File: src/rtl/cdb_arbiter.sv
// Common-data-bus arbiter: grants the oldest finished FU result (age relative to ROB head), registers it onto the CDB.
// Latency: result granted at edge N is on the bus from edge N until the edge it is consumed (or flushed).
// Backpressure: grants only while the output slot is free (empty or being consumed); flush blocks every grant.
module cdb_arbiter #(
  parameter int N_REQ  = 3,
  parameter int TAG_W  = 3,
  parameter int DATA_W = 16
) (
  input  logic                      clk1,
  input  logic                      rst_n,
  input  logic [N_REQ-1:0]          req_valid,
  input  logic [N_REQ*TAG_W-1:0]    req_tag,
  input  logic [N_REQ*DATA_W-1:0]   req_data,
  output logic [N_REQ-1:0]          req_ready,
  input  logic [TAG_W-1:0]          rob_head,
  input  logic                      flush,
  input  logic                      cdb_ready,
  output logic                      cdb_valid,
  output logic [TAG_W-1:0]          cdb_tag,
  output logic [DATA_W-1:0]         cdb_data,
  output logic [N_REQ-1:0]          cdb_src
);

  typedef enum logic {EMPTY = 1'b0, FULL = 1'b1} state_t;

  state_t            state;
  logic              slot_free;
  logic              grant;
  logic              any_vld;
  logic [TAG_W-1:0]  age;
  logic [TAG_W-1:0]  best_age;
  logic [TAG_W-1:0]  win_tag;
  logic [DATA_W-1:0] win_data;
  logic [N_REQ-1:0]  win_onehot;

  // Age is the modular distance from the ROB head; strict '<' keeps the lowest index on a tie.
  always_comb begin
    any_vld    = 1'b0;
    age        = '0;
    best_age   = '0;
    win_tag    = '0;
    win_data   = '0;
    win_onehot = '0;
    for (int i = 0; i < N_REQ; i++) begin
      age = req_tag[i*TAG_W +: TAG_W] - rob_head;
      if (req_valid[i] && (!any_vld || (age < best_age))) begin
        any_vld       = 1'b1;
        best_age      = age;
        win_tag       = req_tag[i*TAG_W +: TAG_W];
        win_data      = req_data[i*DATA_W +: DATA_W];
        win_onehot    = '0;
        win_onehot[i] = 1'b1;
      end
    end
  end

  assign slot_free = (state == EMPTY) || cdb_ready;
  assign grant     = rst_n && !flush && slot_free && any_vld;
  assign req_ready = grant ? win_onehot : '0;

  always_ff @(posedge clk1 or negedge rst_n) begin
    if (!rst_n) begin
      state     <= EMPTY;
      cdb_valid <= 1'b0;
      cdb_tag   <= '0;
      cdb_data  <= '0;
      cdb_src   <= '0;
    end else if (flush) begin
      // Squash drops the pending broadcast but leaves the last tag/data visible.
      state     <= EMPTY;
      cdb_valid <= 1'b0;
    end else if (grant) begin
      state     <= FULL;
      cdb_valid <= 1'b1;
      cdb_tag   <= win_tag;
      cdb_data  <= win_data;
      cdb_src   <= win_onehot;
    end else if ((state == FULL) && cdb_ready) begin
      state     <= EMPTY;
      cdb_valid <= 1'b0;
    end
  end

endmodule

File: config.mk
export PLATFORM = sky130hd
export DESIGN_NAME = cdb_arbiter
export DESIGN_NICKNAME = d
export VERILOG_FILES = /design/src/rtl/cdb_arbiter.sv
export SDC_FILE = /design/constraint.sdc
export NUM_CORES = 1
export LEC_CHECK = 0
export CORE_MARGIN = 5
export CORE_UTILIZATION = 34
export CTS_CLUSTER_DIAMETER = 80
export DETAILED_ROUTE_END_ITERATION = 8
export MAX_ROUTING_LAYER = met4
export PLACE_DENSITY = 0.77
export SYNTH_ARGS = -nofsm -noshare
export SYNTH_HDL_FRONTEND = slang
export SYNTH_SLANG_ARGS = --single-unit
File: constraint.sdc
create_clock -name clk1 -period 4.7 [get_ports clk1]
set_clock_uncertainty 0.05 [all_clocks]
set_input_delay 0.94 -clock clk1 [delete_from_list [all_inputs] [get_ports clk1]]
set_output_delay 0.94 -clock clk1 [all_outputs]
set_load 0.05 [all_outputs]
Word-level counts from Yosys, hierarchy flattened
Cells that the tools add are included.
- muxes and demuxes: 18
- bitwise operators: 2
- $add $sub $neg: 3
- $lt $le $gt $ge: 2
- reduce and logical (&&, ||, !) cells: 14
- operator list (operator ; count):
    $mux W16 ; 3
    $mux W3 ; 8
    $sub A3 B3 Y3 ; 3
    $mux W1 ; 7
    $logic_and A1 B1 Y1 ; 6
    $lt A3 B3 Y1 ; 2
    $logic_not A1 Y1 ; 3
    $logic_or A1 B1 Y1 ; 3
    $reduce_bool A3 Y1 ; 1
    $not A1 Y1 ; 2
    $reduce_and A2 Y1 ; 1
- input port bits: 67
- bits in registers: 23

Longest topological paths before layout
Gate-level depths: netlist of run 1.
- word-level depth: 13
- mapped depth: 20
- gate-level depth less buffers: 18

Least setup slack after synthesis of run 1
Ideal clock, no wire load.
- path type: input to output
- start: in req_tag[0]
- end: out req_ready[2]
- slack: -794 ps
- data arrival time: 4504 ps
- stages: 19
- buffers on the path: 2
- cells stage by stage: inv_1 ha_1 inv_1 fa_1 xor2_1 xnor2_1 nand2_1 ha_1 o21ai_0 o21a_1 buf_2 nor2_1 a21oi_1 ha_1 and4_1 o21ai_0 nand4_1 clkbuf_2 nor2_1
- cells in the longest elaborated chain, start to end: 12
- elaborated cells on any way between the ends: 15
- RTL lines (element ; line ; RTL):
    start: declaration ; 12 ; input logic [N_REQ*TAG_W-1:0] req_tag,
    $sub A3 B3 Y3 * ; 45 ; age = req_tag[i*TAG_W +: TAG_W] - rob_head;
    $mux W3 * ; 46 ; if (req_valid[i] && (!any_vld || (age < best_age))) begin
    $lt A3 B3 Y1 ; 46 ;
    $logic_or A1 B1 Y1 ; 46 ;
    $logic_and A1 B1 Y1 ; 46 ;
    $mux W3 / $mux W1 (equally long branches) ; 46 ;
    $lt A3 B3 Y1 / $logic_not A1 Y1 (equally long branches) ; 46 ;
    $logic_or A1 B1 Y1 ; 46 ;
    $logic_and A1 B1 Y1 ; 46 ;
    $mux W1 ; 46 ;
    $logic_and A1 B1 Y1 ; 58 ; assign grant = rst_n && !flush && slot_free && any_vld;
    $mux W3 * ; 59 ; assign req_ready = grant ? win_onehot : '0;
    end: declaration ; 14 ; output logic [N_REQ-1:0] req_ready,
Every way passes the cells marked *; elsewhere a longest branch is shown, timed or not.

Worst setup path in the final report of run 1
- start: in req_tag[0]
- end: out req_ready[0]
Same word-level chain as after synthesis.

==> metrics.md, run 1 <==
| Metric | Value |
|---|---|
| Max Freq | `200 MHz` |
| Power Density | `377 nW/µm²` |
| Startpoint Class | `input port` |
| Synth Instances | `174` |
| Via/cell ratio | `5.34` |
| Syn avg cell area | `9.01 µm²` |
| Clock tree buffer depth | `2` |
| Global-route wire length before repair | `9200 µm` |
| Post-DP HPWL | `4510 µm` |
| Fin Setup TNS | `-0.816 ns` |
| Vias in the first global route | `1879` |
| RSZ-0062 raised after global routing | `yes` |
| Worst Hold Class | `reg -> reg` |
| Final WS setup | `-0.312 ns` |
| Ports | `93` |
| Clock sinks | `23` |
| CTS tree | `done` |
| Row cnt | `24` |
| Mean routed wirelength per cell | `17.7 µm` |
| Synth async-reset ratio | `100%` |
| Synth Warn # | `0` |
| Post-synth EDFFs | `0` |
| Final worst path period share | `107%` |
| Synthesized area | `1570 µm²` |
| Post-synthesis simple-gate area fraction | `13.0%` |
| Unique masters post-synth | `34` |
| GPL Wtd Cong | `0.928` |
| Layout cells sized above 1 | `24.0%` |
| Commonest non-fill, non-tap cells in the layout | `clkdlybuf4s50_1 (83), buf_4 (29), nand2_1 (23), dfrtp_1 (23), o21ai_0 (21)` |
| Max Cap Viol | `0` |
| Crit path kind | `in -> out` |
| Synth Area in XOR/XNOR | `3.35%` |
| Max Used Layer | `met4` |
| Worst endpoint required time | `3.71 ns` |
| Final period demand of the worst path | `5.01 ns` |
| Area growth syn-to-layout | `86.0%` |
| H-Tree Depth | `1` |
| Die Wd | `77.9 µm` |
| Worst Max-Slew Pin Slew | `1.19 ns` |
| Worst Path Max Fanout | `4` |
| Remaining routing DRC violations | `0` |
| Syn Nets | `251` |
| Finished Layout Cells | `339` |
| # hold bufs at CTS | `0` |
| # nets final | `365` |
| Status | `complete, but fails checks` |
| Final Hold Vio Count | `0` |
| Routed length on met1 | `2440 µm` |
| Failing checks | `setup timing` |
| Synth Area in Compound Gates | `31.4%` |
| Fin. max-slew vios | `0` |
| Clk slew on worst S/H paths | `0.08 ns` |
| DR WL met2 | `3160 µm` |
| Initial DRC count | `78` |
| Vias | `1809` |
| Total CTS buffers | `3` |
| CP endpoint kind | `primary output` |
| #FFs+latches synth | `23` |
| Die area | `6070 µm²` |
| Initial antenna violation count | `0` |
| Top_reg_cell synth | `dfrtp_1` |
| Final ANT Viol Nets | `0` |
| I/O Buffers | `92` |
| Drt total wl | `6000 µm` |
| Ant. Diodes | `0` |
| Seq/Total Area, Yosys | `36.7%` |
| Post-Synth Adder-Cell Area | `9.42%` |
| Commonest non-fill, non-tap cell in the layout | `clkdlybuf4s50_1` |
| Clock Latency Late Sink | `0.27 ns` |
| Die H | `77.9 µm` |
| Post-synthesis mux area share | `0%` |
| CTS root buf | `clkbuf_8` |
| Overall power | `1.10 mW` |
| Peak VDD IR | `153 µV` |
| Pre-antenna DRT Iters | `4` |
| Largest net degree at the start of global routing | `24` |
| Largest family of logic cells by synthesized area | `compound AO/OA/AOI/OAI gates` |
| CP arrival | `4.02 ns` |
| Total core area | `4410 µm²` |
| GRT Overall Usage | `19.4%` |
| GR Overflow Total | `0` |
| Placed insts | `329` |
| Met3 wire len | `216 µm` |
| Final setup vio count | `3` |
| Slew HR | `20.7%` |
| Leak Pwr | `1.20 nW` |
| Initial Util | `35.5%` |
-- cells in the mapped netlist (4+ instances only) --
master / instances / area [µm²]
o21ai_1: 19 / 95.1
a221oi_1: 16 / 140
clkbuf_1: 7 / 26.3
inv_1: 7 / 26.3
nand2_1: 23 / 86.3
nor2_1: 4 / 15.0
a21o_1: 4 / 30.0
ha_1: 7 / 87.6
dfrtp_1: 23 / 576
o21ai_0: 24 / 120
-- cells by family (layout without fill, tap and decap cells) --
logic type / Yosys count / in the layout
AOI/OAI and AO/OA: 75 / 75
xor gates and xnor gates: 6 / 6
adders and majority gates: 10 / 10
buffers and inverters: 20 / 133
DFF: 23 / 23
and+or+nand+nor: 40 / 40
-- power by group --
group          switching [mW]  internal [mW]  total [mW]
logic                   0.405          0.289       0.694
registers              0.0288          0.253       0.281
clock network          0.0645         0.0606       0.125
-- registers in the layout (all words and copies together) (netlist names) --
| register | flops |
|---|---|
| cdb_data | 16 |
| cdb_src | 3 |
| cdb_tag | 3 |
| state | 1 |
-- path summary, 6_finish.rpt --
| path | from | slack, ns | to | cells past startpoint |
|---|---|---|---|---|
| setup / recovery | req_tag[0] | -0.31 | req_ready[0] | 20 |
| hold / removal | cdb_src[0]$_DFFE_PN0P_ | 0.44 | cdb_src[0]$_DFFE_PN0P_ | 1 |
| setup reg to reg | state$_DFFE_PN0P_ | 2.36 | cdb_data[8]$_DFFE_PN0P_ | 5 |
| hold reg to reg | cdb_src[0]$_DFFE_PN0P_ | 0.44 | cdb_src[0]$_DFFE_PN0P_ | 1 |
| max in group asynchronous | rst_n | 3.32 | cdb_data[0]$_DFFE_PN0P_ | 2 |
| min in group asynchronous | rst_n | 1.04 | cdb_data[7]$_DFFE_PN0P_ | 2 |
-- final cells by class --
cell class	instances	area, µm²
fill	371	1500
timing repair buffer	122	1190
tap	52	65.1
multi-input combinational	131	1000
sequential	23	576
clock buffer	4	45.0
inverter	7	43.8
-- timing repair --
item,4_1_cts,5_1_grt
setup endpoints to repair,21,3
pin swaps,14,4
setup buffers,6,1
gates resized for setup,42,6
-- per-stage QoR --
stage / hold WS, ns / util [%] / instance area (µm²) / setup slack [ns]
finish: 0.435 / 66.1 / 2920 / -0.312
detailed placement: 0.417 / 62.1 / 2740 / -0.923
CTS: 0.436 / 65.5 / 2890 / -0.283
global route: 0.462 / 66.1 / 2920 / -0.483
floorplan: 0.594 / - / 1630 / -0.422
global placement: 0.410 / 62.1 / 2740 / -0.828
-- worst max-delay path, cell delays in order --
cell and delay [ns]:
buf_12 0.11, inv_12 0.04, ha_4 0.11, inv_2 0.03, fa_2 0.35, xor2_1 0.18
xnor2_1 0.13, nand2_1 0.11, ha_4 0.29, o21ai_2 0.06, o21a_2 0.25, nor2_2 0.12
a21oi_2 0.05, ha_1 0.32, a21o_1 0.13, o21ai_2 0.06, buf_4 0.13, and4_4 0.19
nor3b_4 0.24, buf_12 0.17
-- metal layers --
| layer | up-vias | GRT usage, % |
|---|---|---|
| met4 | 0 | 8.11 |
| met3 | 17 | 1.50 |
| met2 | 60 | 33.7 |
| met1 | 864 | 22.9 |
| li1 | 868 | - |
| met5 | - | - |
(Power assumes the default switching activity.)
==> run 2: changes to the inputs <==
- MAX_ROUTING_LAYER: met4 -> not set
- SETUP_SLACK_MARGIN: not set -> 0.02
==> metrics.md, run 2 (synthesized netlist as in run 1, its figures left out) <==
| Metric | Value |
|---|---|
| Crit path kind | `in -> out` |
| Hold Crit Depth | `1` |
| Largest net degree at the start of global routing | `24` |
| CP max stage cell | `fa_2` |
| Leak Pwr | `1.23 nW` |
| Top Registers | `cdb_data x16, cdb_src x3, cdb_tag x3` |
| Pre-antenna DRT Iters | `4` |
| GR Overflow Total | `0` |
| Ant. Diodes | `0` |
| Setup crit start | `req_tag[0]` |
| Final period demand of the worst path | `4.96 ns` |
| Post-DP HPWL | `4370 µm` |
| Commonest non-fill, non-tap cell in the layout | `clkdlybuf4s50_1` |
| Most used routing layer | `met2` |
| Met2 GRT Util | `31.0%` |
| Final worst path period share | `106%` |
| Vias | `1811` |
| RSZ-0062 raised after global routing | `yes` |
| Total core area | `4410 µm²` |
| Final Hold Vio Count | `0` |
| Fin Setup TNS | `-0.620 ns` |
| Met1 usage in global routing | `23.6%` |
| Clock tree buffer depth | `2` |
| Die area | `6070 µm²` |
| Row cnt | `24` |
| Global routing usage on met3 | `1.74%` |
| CTS root buf | `clkbuf_8` |
| Layout Utilization | `67.1%` |
| Initial Util | `35.5%` |
| Global-route wire length before repair | `8980 µm` |
| Peak VDD IR | `147 µV` |
| Top delay family on crit path | `adder cells` |
| Largest Register | `cdb_data` |
| Area growth syn-to-layout | `88.9%` |
| CP max stage delay | `0.34 ns` |
| Initial antenna violation count | `0` |
| Worst Hold Class | `reg -> reg` |
| Levels on crit path | `20` |
| Clk slew on worst S/H paths | `0.08 ns` |
| Die H | `77.9 µm` |
| Worst R2R Path Depth | `5` |
| # fillers | `365` |
| Startpoint Class | `input port` |
| CP bufs+invs | `5` |
| Clock sinks | `23` |
| Max Freq | `202 MHz` |
| Worst Max-Slew Pin Slew | `1.17 ns` |
| CTS tree | `done` |
| Commonest non-fill, non-tap cells in the layout | `clkdlybuf4s50_1 (83), buf_4 (36), nand2_1 (23), dfrtp_1 (23), o21ai_0 (21)` |
| Die Wd | `77.9 µm` |
| Worst Path Max Fanout | `6` |
| Crit path cell chain | `buf_12 -> inv_12 -> ha_4 -> inv_2 -> fa_2 -> xor2_2 -> xnor2_1 -> nand2_1 -> ha_4 -> o21ai_4 -> o21a_4 -> nor2_4 -> a21oi_2 -> ha_1 -> a21o_1 -> o21ai_2 -> buf_4 -> and4_4 -> nor3b_4 -> buf_12` |
| H-Tree Depth | `1` |
| Worst endpoint required time | `3.71 ns` |
| GRT Overall Usage | `18.2%` |
| Clock Latency Late Sink | `0.27 ns` |
| Final setup vio count | `3` |
| Area of the multi-input gates | `1020 µm²` |
| Max Cap Viol | `0` |
| Status | `complete, but fails checks` |
| HP Start | `cdb_src[0]$_DFFE_PN0P_` |
| Final ANT Viol Nets | `0` |
| Ports | `93` |
| Total CTS buffers | `3` |
| I/O Buffers | `92` |
| Crit Reg-Reg Startpoint | `state$_DFFE_PN0P_` |
| CP arrival | `3.97 ns` |
| Power Density | `376 nW/µm²` |
| Final WS setup | `-0.262 ns` |
| Layout cells sized above 1 | `25.6%` |
| Drt total wl | `5760 µm` |
| # hold bufs at CTS | `0` |
| Failing checks | `setup timing` |
| Remaining routing DRC violations | `0` |
| Via/cell ratio | `5.25` |
| Slew HR | `21.4%` |
| Vias in the first global route | `1812` |
| Max reg flops | `16` |
| Reg area | `576 µm²` |
| GPL Wtd Cong | `0.909` |
| Mean routed wirelength per cell | `16.7 µm` |
| Initial DRC count | `73` |
| # nets final | `371` |
| Fin. max-slew vios | `0` |
| CP endpoint kind | `primary output` |
run 2: layout make-up:
class / count / share of cell area [%]
Inverter: 7 / 1.31
Timing Repair Buffer: 128 / 41.1
Multi-Input combinational cell: 131 / 34.5
Sequential cell: 23 / 19.4
Tap cell: 52 / 2.20
Clock buffer: 4 / 1.52
run 2: worst reg2reg max path, cell delays in order (launching register included):
cell	delay, ns
dfrtp_1	0.38
nand2b_1	0.09
nand3b_1	0.24
nor2_1	0.97
o21ai_0	0.29
o21ai_1	0.21
run 2: worst paths after layout:
check	endpoint	slack [ns]
max in group asynchronous	cdb_data[0]$_DFFE_PN0P_	3.33
hold / removal	cdb_src[0]$_DFFE_PN0P_	0.43
setup reg to reg	cdb_data[12]$_DFFE_PN0P_	2.40
hold reg to reg	cdb_src[0]$_DFFE_PN0P_	0.43
min in group asynchronous	cdb_data[11]$_DFFE_PN0P_	1.03
setup / recovery	req_ready[0]	-0.26
run 2: power by group:
group	internal (mW)	leakage, nW	switching, mW
combinational	0.299	0.916	0.407
sequential	0.252	0.290	0.0276
clock	0.0606	0.0228	0.0657
total	0.612	1.23	0.500
run 2: repair_timing:
action / 4_1_cts / 5_1_grt
cloned: 0 / 0
pin swaps: 18 / 14
buffers inserted: 11 / 2
gates resized for setup: 37 / 10
setup endpoints to repair: 15 / 3
run 2: per-layer routing:
layer	share of wire (%)	up-vias
met5	0	-
met4	1.9	0
met3	4.3	8
met2	53	55
met1	41	866
li1	-	882
run 2: through the flow:
stage,instance area [µm²],cells,hold slack (ns),power (mW),worst slack [ns]
finish,2960,345,0.435,1.11,-0.262
global route,2960,345,0.457,1.17,-0.444
CTS,2910,343,0.435,1.10,-0.300
detailed placement,2740,329,0.417,0.951,-0.897
global placement,2740,329,0.410,0.938,-0.827
floorplan,1630,174,0.594,0.683,-0.422
